### config.mk
export PLATFORM = sky130hd
export DESIGN_NAME = num_rom_arbiter
export DESIGN_NICKNAME = d
export VERILOG_FILES = /design/src/rtl/num_rom_arb_pkg.sv /design/src/rtl/num_rom_rr_pick.sv /design/src/rtl/num_rom_arbiter.sv
export SDC_FILE = /design/constraint.sdc
export NUM_CORES = 1
export LEC_CHECK = 0
export CAP_MARGIN = 10
export CORE_MARGIN = 2
export CORE_UTILIZATION = 34
export DETAILED_ROUTE_END_ITERATION = 12
export PLACE_DENSITY = 0.8
export SYNTH_ARGS = -nofsm -noshare
export SYNTH_HDL_FRONTEND = slang
export SYNTH_SLANG_ARGS = --single-unit
### constraint.sdc
create_clock -name clk -period 4.24 [get_ports clk]
set_clock_uncertainty 0.1 [all_clocks]
set_input_delay 0.424 -clock clk [delete_from_list [all_inputs] [get_ports clk]]
set_output_delay 0.424 -clock clk [all_outputs]
set_load 0.02 [all_outputs]
### src/rtl/num_rom_arb_pkg.sv
// Shared sizing helpers and the response tag type for the num_rom glyph ROM arbiter.
package num_rom_arb_pkg;

    localparam int MAX_REQ = 8;

    // Requester index width; never narrower than one bit.
    function automatic int id_w(input int n);
        return (n <= 2) ? 1 : $clog2(n);
    endfunction

    localparam int TAG_ID_W = id_w(MAX_REQ);

    typedef struct packed {
        logic                valid;
        logic [TAG_ID_W-1:0] id;
    } tag_t;

endpackage

### src/rtl/num_rom_rr_pick.sv
// Combinational rotate-priority picker: the first set request at or above ptr wins, wrapping mod N_REQ.
module num_rom_rr_pick
    import num_rom_arb_pkg::*;
#(
    parameter int  N_REQ = 4,
    localparam int ID_W  = id_w(N_REQ)
) (
    input  logic [N_REQ-1:0] req,
    input  logic [ID_W-1:0]  ptr,
    output logic [N_REQ-1:0] gnt,
    output logic [ID_W-1:0]  idx,
    output logic             any
);

    logic [ID_W:0]   sum;
    logic [ID_W-1:0] slot;

    always_comb begin
        gnt  = '0;
        idx  = '0;
        any  = 1'b0;
        sum  = '0;
        slot = '0;
        for (int k = 0; k < N_REQ; k++) begin
            // One extra bit keeps ptr+k from wrapping before the explicit mod.
            sum = {1'b0, ptr} + (ID_W+1)'(k);
            if (sum >= (ID_W+1)'(N_REQ)) begin
                sum = sum - (ID_W+1)'(N_REQ);
            end
            slot = sum[ID_W-1:0];
            if (!any && req[slot]) begin
                any       = 1'b1;
                gnt[slot] = 1'b1;
                idx       = slot;
            end
        end
    end

endmodule

### src/rtl/num_rom_arbiter.sv
// Round-robin arbiter sharing one single-port glyph ROM among N_REQ overlay requesters, with a tag
// pipeline matched to ROM latency. Optional macro NUM_ROM_ARB_PRIO0_EN gives requester 0 strict priority.
module num_rom_arbiter
    import num_rom_arb_pkg::*;
#(
    parameter int  N_REQ   = 4,
    parameter int  ADDR_W  = 10,
    parameter int  DATA_W  = 32,
    parameter int  ROM_LAT = 1,
    localparam int ID_W    = id_w(N_REQ)
) (
    input  logic                    clk,
    input  logic                    rst_n,
    input  logic                    arb_en,
    input  logic [N_REQ-1:0]        req,
    input  logic [N_REQ*ADDR_W-1:0] req_addr,
    output logic [N_REQ-1:0]        gnt,
    output logic [ADDR_W-1:0]       rom_addr,
    input  logic [DATA_W-1:0]       rom_rd_data,
    output logic                    rsp_valid,
    output logic [ID_W-1:0]         rsp_id,
    output logic [DATA_W-1:0]       rsp_data,
    output logic                    busy
);

    // Handshake: req[i] is a level request whose address is held until gnt[i] is seen high in the
    // same cycle; that cycle is the transfer. rsp_valid is a one-cycle pulse with no ready -- the
    // consumer must take it when it occurs.

    localparam int DEPTH = 1 + ROM_LAT;

    logic [ID_W-1:0]    ptr;
    logic [N_REQ-1:0]   pick_req;
    logic [N_REQ-1:0]   pick_gnt;
    logic [ID_W-1:0]    pick_idx;
    logic               pick_any;

    logic [N_REQ-1:0]   sel_gnt;
    logic [ID_W-1:0]    win_idx;
    logic               sel_any;
    logic               upd_ptr;
    logic               grant_any;
    logic [ID_W-1:0]    next_ptr;
    logic [ADDR_W-1:0]  win_addr;

    tag_t [DEPTH-1:0]   tags;

    num_rom_rr_pick #(
        .N_REQ (N_REQ)
    ) u_pick (
        .req (pick_req),
        .ptr (ptr),
        .gnt (pick_gnt),
        .idx (pick_idx),
        .any (pick_any)
    );

`ifdef NUM_ROM_ARB_PRIO0_EN
    // Requester 0 bypasses the rotation and leaves the pointer alone; the rest rotate among themselves.
    assign pick_req = {req[N_REQ-1:1], 1'b0};

    always_comb begin
        if (req[0]) begin
            sel_gnt = {{(N_REQ-1){1'b0}}, 1'b1};
            win_idx = '0;
            sel_any = 1'b1;
            upd_ptr = 1'b0;
        end else begin
            sel_gnt = pick_gnt;
            win_idx = pick_idx;
            sel_any = pick_any;
            upd_ptr = pick_any;
        end
    end
`else
    assign pick_req = req;
    assign sel_gnt  = pick_gnt;
    assign win_idx  = pick_idx;
    assign sel_any  = pick_any;
    assign upd_ptr  = pick_any;
`endif

    // Reset also masks the combinational grant so nothing is handed out while the arbiter is held.
    assign grant_any = arb_en & rst_n & sel_any;
    assign gnt       = grant_any ? sel_gnt : '0;
    assign next_ptr  = (win_idx == ID_W'(N_REQ - 1)) ? '0 : win_idx + 1'b1;

    always_comb begin
        win_addr = '0;
        for (int i = 0; i < N_REQ; i++) begin
            if (win_idx == ID_W'(i)) begin
                win_addr = req_addr[i*ADDR_W +: ADDR_W];
            end
        end
    end

    always_ff @(posedge clk or negedge rst_n) begin
        if (!rst_n) begin
            ptr      <= '0;
            rom_addr <= '0;
        end else if (grant_any) begin
            rom_addr <= win_addr;
            if (upd_ptr) begin
                ptr <= next_ptr;
            end
        end
    end

    // Tag stage 0 lines up with rom_addr; the last stage lines up with rom_rd_data.
    always_ff @(posedge clk or negedge rst_n) begin
        if (!rst_n) begin
            tags <= '0;
        end else begin
            tags[0] <= tag_t'{valid: grant_any, id: TAG_ID_W'(win_idx)};
            for (int k = 1; k < DEPTH; k++) begin
                tags[k] <= tags[k-1];
            end
        end
    end

    always_comb begin
        busy = 1'b0;
        for (int k = 0; k < DEPTH; k++) begin
            busy = busy | tags[k].valid;
        end
    end

    assign rsp_valid = tags[DEPTH-1].valid;
    assign rsp_id    = ID_W'(tags[DEPTH-1].id);
    assign rsp_data  = rom_rd_data;

endmodule

==> metrics.txt <==
status=completed; slowest stage delay, CP=0.61 ns; Clock transition at path regs=about 0.070 ns; max frequency=~0.29 GHz; CTS Buf Count=3; Buf/Inv on CP=2; pin count of the biggest net entering global routing=31; CP Launch Type=register; final WL=3920 um; root buffer cell=clkbuf_8; crit end category=output pin; Leak Pwr=~0.00085 uW; Slew Limit Headroom=roughly three fifths; clk buf depth=2; mean post-synth cell area=roughly 8.2 um2; Primary FF master, synth=dfrtp_1; WS Path Type=register to output pin; initial DRC count=79; CTS HTree Levels=1; routability congestion estimate=roughly 0.78; WL/cell=13.2 um; global-route wire length before repair=roughly 5900 um; top cell type's share of synthesized area=27.0%; die footprint=5480 um2; GR Overflow Total=0; Slew Viols, Final=0; mapped cell area=approximately 1700 um2; commonest non-fill, non-tap cells in the layout=clkdlybuf4s50_1, nand2_1, dfrtp_1; RSZ-0062 raised after global routing=false; Initial Util=between 30% and 40%; Power Density=653 nW/um2; Setup Buffers After CTS=0; total negative slack=0 ns; total power=about 1400 uW; Antenna Nets Post-Route=0; Post-CTS Hold Fix Bufs=0; GRT Util Overall=between 10% and 20%; cells after synthesis=204; Async S/R FF share, synth=100%; initial antenna violation count=0; final hold vios=0; Die Wd=roughly 74 um; Clock Latency Late Sink=around 0.25 ns; IO Pins=around 130; Hold Crit Class=register to register; via count=1433; CP delay by family, top=buffers and inverters; Max Cap Viol=0; Post-synth EDFFs=0; Final min period=about 3.5 ns; Worst Path Arrival=approximately 3 ns; CTS tree=yes; Seq/Total Area, Yosys=27.0%; share of post-route cells with drive strength above 1=about 6%; Ant. Diodes=0; Area Growth Syn to Fin=30.4%; Fill cells=449; most common cell after layout, fill and taps aside=clkdlybuf4s50_1; worst-path cell chain=inv_1, ha_1, mux4_2, a21oi_2, a221o_1, a32o_1, clkdlybuf4s50_1; Avg Vias per Cell=a little under 5; synth warn=0; biggest area consumer among synthesized cells=dfrtp_1; Critical-path top delay cell=clkdlybuf4s50_1; Die Span Y=~74 um; main area contributors after synthesis=dfrtp_1, buf_4, ha_1; DRC violations left=0; Crit path required time=~3.7 ns; final clock period utilization by the worst path=between 80 and 90%; worst-path fanout max=7; CTS-repair resized insts=0; CTS sink count=18; syn nets=295; DR pass1 iterations=6; Finish-stage setup viols=0; flop2flop setup slack=slightly below 0.8 ns; Max VDD drop=between 150 and 200 uV; buffers added on ports=64; row cnt=25; #FFs+latches synth=18; number of unique standard cell types used by synthesis=33; CORE AREA=4720 um2; worst-margin pin slew=between 0.6 and 0.7 ns; Post-DP HPWL=3160 um; vias in the first global route=1304; fin nets=between 300 and 400
-- final cells by class --
| cell class | count | area, um2 | area share [%] |
|---|---|---|---|
| Tap cell | 67 | 83.8 | 3.86 |
| Sequential cell | 18 | 450 | 20.7 |
| Timing Repair Buffer | 67 | 663 | 30.5 |
| Inverter | 3 | 11.3 | 0.518 |
| Multi-Input combinational cell | 138 | 910 | 41.9 |
| Clock buffer | 4 | 55.1 | 2.53 |
-- worst register-to-register path: stages (launching register included) --
cell and delay, ns:
dfrtp_1 0.49, inv_1 0.22, ha_1 0.39, mux4_2 0.35, nand3_1 0.13, a311oi_2 0.38
a21o_1 0.16, ha_1 0.40, clkinv_1 0.37, o211ai_1 0.22, a31oi_1 0.11
-- logic make-up (layout without fill, tap and decap cells) --
logic type / after synthesis / after routing / share of synthesized area (%)
and+or+nand+nor: 71 / 71 / 19.9
buffers and inverters: 48 / 74 / 18.6
adders and majority gates: 12 / 12 / 9.01
AOI/OAI and AO/OA: 50 / 50 / 21.5
DFF: 18 / 18 / 27.0
muxes: 5 / 5 / 3.98
-- synthesized netlist by cell type, types with 3 or more instances --
master	instances
dfrtp_1	18
a21oi_1	4
ha_1	12
nand2b_1	15
a31oi_1	10
nand2_1	35
a32o_1	4
mux2i_1	3
clkbuf_1	8
buf_4	34
nor2_1	14
o211ai_1	10
o21ai_0	10
a221o_1	4
-- per-layer routing --
| layer | vias up | track usage [%] | routed length (um) |
|---|---|---|---|
| li1 | 727 | - | - |
| met3 | 12 | 2.71 | 259 |
| met2 | 51 | 21.3 | 1850 |
| met4 | 0 | 5.05 | 61 |
| met5 | - | 0 | 0 |
| met1 | 643 | 18.8 | 1760 |
-- through the flow --
| stage | cell area [um2] | util [%] | worst slack (ns) | hold WS [ns] | cells |
|---|---|---|---|---|---|
| finish | 2170 | 46.0 | 0.734 | 0.249 | 297 |
| global route | 2170 | 46.0 | 0.471 | 0.253 | 297 |
| global placement | 2120 | 44.8 | 0.902 | 0.233 | 293 |
| CTS | 2170 | 46.0 | 0.736 | 0.250 | 297 |
| floorplan | 1670 | - | 1.05 | 0.0284 | 204 |
| detailed placement | 2120 | 44.8 | 0.780 | 0.235 | 293 |
-- report_power, final --
part | internal (uW) | total [uW] | switching, uW
Sequential | 249 | 298 | 48.7
Combinational | 442 | 985 | 543
Clock | 82.4 | 137 | 54.5
Total | 774 | 1420 | 646
-- state kept, by name, summed over array words and instances (netlist names) --
register	cells
ptr	2
rom_addr	10
rsp_id	2
rsp_valid	1
tags	3
-- final timing paths --
check | startpoint | endpoint | depth (start not counted)
min | tags[1]$_DFF_PN0_ | rsp_id[1]$_DFF_PN0_ | 0
min in group asynchronous | rst_n | rsp_id[1]$_DFF_PN0_ | 2
min reg2reg | tags[1]$_DFF_PN0_ | rsp_id[1]$_DFF_PN0_ | 0
max in group asynchronous | rst_n | rom_addr[3]$_DFFE_PN0P_ | 2
max | ptr[1]$_DFFE_PN0P_ | gnt[0] | 7
max reg2reg | ptr[1]$_DFFE_PN0P_ | rom_addr[3]$_DFFE_PN0P_ | 10
(Power assumes the default switching activity.)
==> edit 1 (same settings) <==
Add a define of `NUM_ROM_ARB_PRIO0_EN`.
--- a/src/rtl/num_rom_arbiter.sv
+++ b/src/rtl/num_rom_arbiter.sv
@@ -1,5 +1,7 @@
 // Round-robin arbiter sharing one single-port glyph ROM among N_REQ overlay requesters, with a tag
 // pipeline matched to ROM latency. Optional macro NUM_ROM_ARB_PRIO0_EN gives requester 0 strict priority.
+`define NUM_ROM_ARB_PRIO0_EN
+
 module num_rom_arbiter
     import num_rom_arb_pkg::*;
 #(
Behaviour: not the same (a bounded check fails within 4 cycles, from zero or initial values and one cycle with rst_n low).
==> edit 1 against the original RTL <==
- power shrank 18%
- sequential cell count is the same
- cell area shrank 1.7%
- non-clock buffer count is the same
- routed wire length grew 5.6%
- critical path depth grew 1
- synthesized area grew 1.2%
- via count grew 2.9%
- register-to-register slack lost 370 ps
- global-route usage grew 0.89 points
- synthesized cell count shrank 1.5%
- setup slack lost 320 ps
- cell count shrank 2.4%
- critical endpoint is now gnt[2]
==> edit 1: results (changes against the original RTL) <==
[global_route]
grt_max_degree=22  ; -29%
grt_pass1_wl_um=6375  ; +7.9%
grt.total_usage_pct=14.56  ; +0.89 points
grt_pass1_vias=1403  ; +7.6%

[final_layout]
sh_seq_area_pct=21.08  ; +0.35 points
drive_above_1_share_pct=8.520  ; +2.4 points
comb.multi_input.count=129  ; -6.5%
nNonClkInverters=5  ; +2
multi_input_area_share_pct=40.52  ; -1.3 points
clock_cell_area_share_pct=2.576  ; +0.043 points
final-nonclk-buf-share_pct=31.03  ; +0.52 points
antenna_cells=0  ; unchanged
n_fill_cell=470  ; +4.7%
fin_nets=312  ; -3.1%

[yosys]
synth_warnings=0  ; unchanged
synth_common_cells=buf_4, a21oi_1, dfrtp_1, nor2_1, nor3_1
synth_mux_area_share_pct=2.374  ; -1.6 points
synth_compound_area_share_pct=21.59  ; +0.12 points
synth-adder-area-share_pct=7.344  ; -1.7 points
yosysSeqAreaShare_pct=26.71  ; -0.32 points
synth_cell_type_count=38  ; +15%
async_flop_share_pct=100.0  ; unchanged
ys_top_cells_by_area=dfrtp_1, buf_4, a21oi_1, ha_1, a221oi_1
synth-edff-count=0  ; unchanged
synth_nets=289  ; -2.0%

[worst_setup_path]
r2r_slack_ps=410  ; -370 ps
cp-startpoint=ptr[0]
rr_worst_depth=11  ; +1
cp.arrival_ps=3300  ; +320 ps
endpoint=gnt[2]
critPathMaxFanout=14  ; +7

[min_path]
hold_path_class=flip-flop to flip-flop
min_from=tags[0]
hold_end=rsp_id[0]

[outcome]
outcome=finished, final reports clean

[cts]
cts_buffers=3  ; unchanged

[placed_design]
gp_congestion=0.8833  ; +13%
hpwl_um=3265  ; +3.2%
placed_cell_area_mm2=0.002082  ; -1.7%

[power]
p_sw_share_pct=43.44  ; -2.1 points
powerComb_mw=0.725  ; -26%
power.leakage_nw=0.8379  ; -1.0%
ir_drop_mv=0.1464  ; -25%
p_clk_share_pct=12.0  ; +2.4 points
power_frac_comb_pct=62.6  ; -6.8 points

[route]
num_vias=1475  ; +2.9%
drt_iter0_drc=96  ; +22%
wl_um=4141  ; +5.6%

[sta]
slew_headroom_pct=55.58  ; -3.6 points

[die]
die_w_um=74.43  ; +0.57%

## edit 1: cell count changes after synthesis, sizes merged, moves of 9 or more
cell | unedited run | this run
a21oi | 5 | 32
nor3 | 0 | 12
nor2b | 1 | 11
nand2 | 35 | 9
nand2b | 15 | 1
a221oi | 1 | 10
a31oi | 10 | 1
## edit 1: critical path, stage by stage (launching register included)
cell and delay, ps:
dfrtp_1 650, inv_1 260, ha_1 530, nor2b_4 240, a21oi_1 100, o31ai_2 320
a222oi_1 160, a21oi_1 170, clkdlybuf4s50_1 620
## edit 1: through the flow
stage	hold WS [ps]	std cells	setup slack [ps]	util, %
floorplan	28.41	201	1095	-
global placement	233.8	286	607.7	43.79
detailed placement	237.2	286	522.2	43.79
CTS	252.1	290	444.6	44.95
global route	262.3	290	115.9	44.95
finish	251.0	290	414.9	44.95
## edit 1: routing by layer
metal	vias up	routed length, um	track usage [%]
met3	11	253	2.168
met1	678	1721	19.97
met5	-	0	0
met4	0	78	5.754
li1	722	-	-
met2	64	2088	23.11
==> edit 2 (same settings) <==
Without the edit above. Make the reset (`rst_n`) synchronous in 2 clocked blocks.
--- a/src/rtl/num_rom_arbiter.sv
+++ b/src/rtl/num_rom_arbiter.sv
@@ -94,7 +94,7 @@
         end
     end
 
-    always_ff @(posedge clk or negedge rst_n) begin
+    always_ff @(posedge clk) begin
         if (!rst_n) begin
             ptr      <= '0;
             rom_addr <= '0;
@@ -107,7 +107,7 @@
     end
 
     // Tag stage 0 lines up with rom_addr; the last stage lines up with rom_rd_data.
-    always_ff @(posedge clk or negedge rst_n) begin
+    always_ff @(posedge clk) begin
         if (!rst_n) begin
             tags <= '0;
         end else begin
Function: differs if rst_n is asserted again (counterexample within 4 cycles, from zero or initial values and one cycle with rst_n low); with rst_n held inactive, the same outputs for 10 cycles.
==> edit 2 against the original RTL <==
- sequential share of layout area shrank 4.6 points
- setup slack lost 260 ps
- global-route usage grew 0.75 points
- die area grew 7.2%
- sequential cell count is the same
- power shrank 8.3%
- critical path depth grew 4
- register-to-register slack lost 300 ps
- routed wire length grew 9.2%
- synthesized area grew 7.6%
- cell area grew 2.7%
- via count grew 12%
- critical path type is now flip-flop to flip-flop
- critical endpoint is now rom_addr[4]
==> edit 2: results (changes against the original RTL) <==
[outcome]
outcome=finished, final reports clean

[placed_design]
placed_cell_area_mm2=0.002177  ; +2.8%
pre_cts_ws_ps=457.0  ; -322.6 ps
numPlacedInstances=315  ; +7.5%
gp_congestion=0.8514  ; +8.6%
hpwl_um=3297  ; +4.2%

[yosys]
synth_cell_type_count=39  ; +18%
async_flop_share_pct=0  ; -100 points
synth_common_cells=buf_4, a21oi_1, nand2_1, dfxtp_1, or2_2
synth_warnings=0  ; unchanged
synth_top_flop_cell=dfxtp_1
yosysSeqAreaShare_pct=20.10  ; -6.9 points
synth-adder-area-share_pct=8.374  ; -0.63 points
synth_compound_area_share_pct=22.40  ; +0.93 points
ys_top_cells_by_area=dfxtp_1, buf_4, a21oi_1, ha_1, nand2_1
avgSynthCellArea_um2=7.830  ; -4.2%

[worst_setup_path]
slowest_delay_ps=530  ; -80 ps
cp.arrival_ps=3850  ; +870 ps
crit_family=adder cells
critPathMaxFanout=20  ; +13
critPathSlowestCell=dfxtp_1

[power]
power.leakage_nw=0.8031  ; -5.1%
ir_drop_mv=0.2433  ; +24%
p_clk_share_pct=10.7  ; +1.1 points
power_density_mw_per_mm2=583.6  ; -11%
power_frac_comb_pct=70.9  ; +1.5 points

[route]
dr_wl_met2_um=2025  ; +9.7%
wl_um=4285  ; +9.2%
wirelength_met1_um=1805  ; +2.7%
vias_per_cell=5.034  ; +4.3%
drt_iter0_drc=98  ; +24%
num_vias=1606  ; +12%

[global_route]
met2_usage_pct=23.27  ; +1.9 points
grtUsageMet3_pct=2.488  ; -0.22 points
grt.total_usage_pct=14.42  ; +0.75 points
use_met1_pct=18.90  ; +0.11 points
grt_pass1_vias=1463  ; +12%
grt_max_degree=35  ; +13%
grt_pass1_wl_um=7038  ; +19%

[final_layout]
drive_above_1_share_pct=11.65  ; +5.6 points
clock_cell_area_share_pct=2.466  ; -0.067 points
final-nonclk-buf-share_pct=29.37  ; -1.1 points
fin_nets=341  ; +5.9%
sh_seq_area_pct=16.14  ; -4.6 points
finalCoreUtilization_pct=43.70  ; -2.3 points
comb.multi_input.count=158  ; +14%
n_all_buffers=66  ; -1.5%

[flow_run]
drv_cap=0  ; unchanged

[cts]
cts_buffers=3  ; unchanged

[die]
n_tap_cell=70  ; +4.5%

[sta]
slew_headroom_pct=56.87  ; -2.4 points

## edit 2: changes by cell type in the layout (fill, tap and decap cells not counted), sizes merged, moves of 5 or more
cell,unedited run,this run
dfrtp,18,0
or2,1,14
nor2,14,2
dfxtp,0,18
nand2,35,29
o211ai,10,1
nand3b,0,11
nand2b,15,3
a21oi,5,33
o21ai,11,6
## edit 2: worst register-to-register path, delay by kind of cell, from the launching register on
family,cells,cell delay [ps]
adder cells (fa/ha/maj),2,880
AND/OR/NAND/NOR,2,540
flip-flops,1,530
multiplexers,2,750
AO/OA/AOI/OAI,4,650
buffers and inverters,1,240
## edit 2: path summary, 6_finish.rpt
| path | from | to | slack [ps] | cells after the start |
|---|---|---|---|---|
| setup reg to reg | ptr[1] | rom_addr[4] | 480 | 11 |
| hold reg to reg | tags[1] | rsp_id[1] | 340 | 1 |
| setup / recovery | ptr[1] | rom_addr[4] | 480 | 11 |
| hold / removal | tags[1] | rsp_id[1] | 340 | 1 |
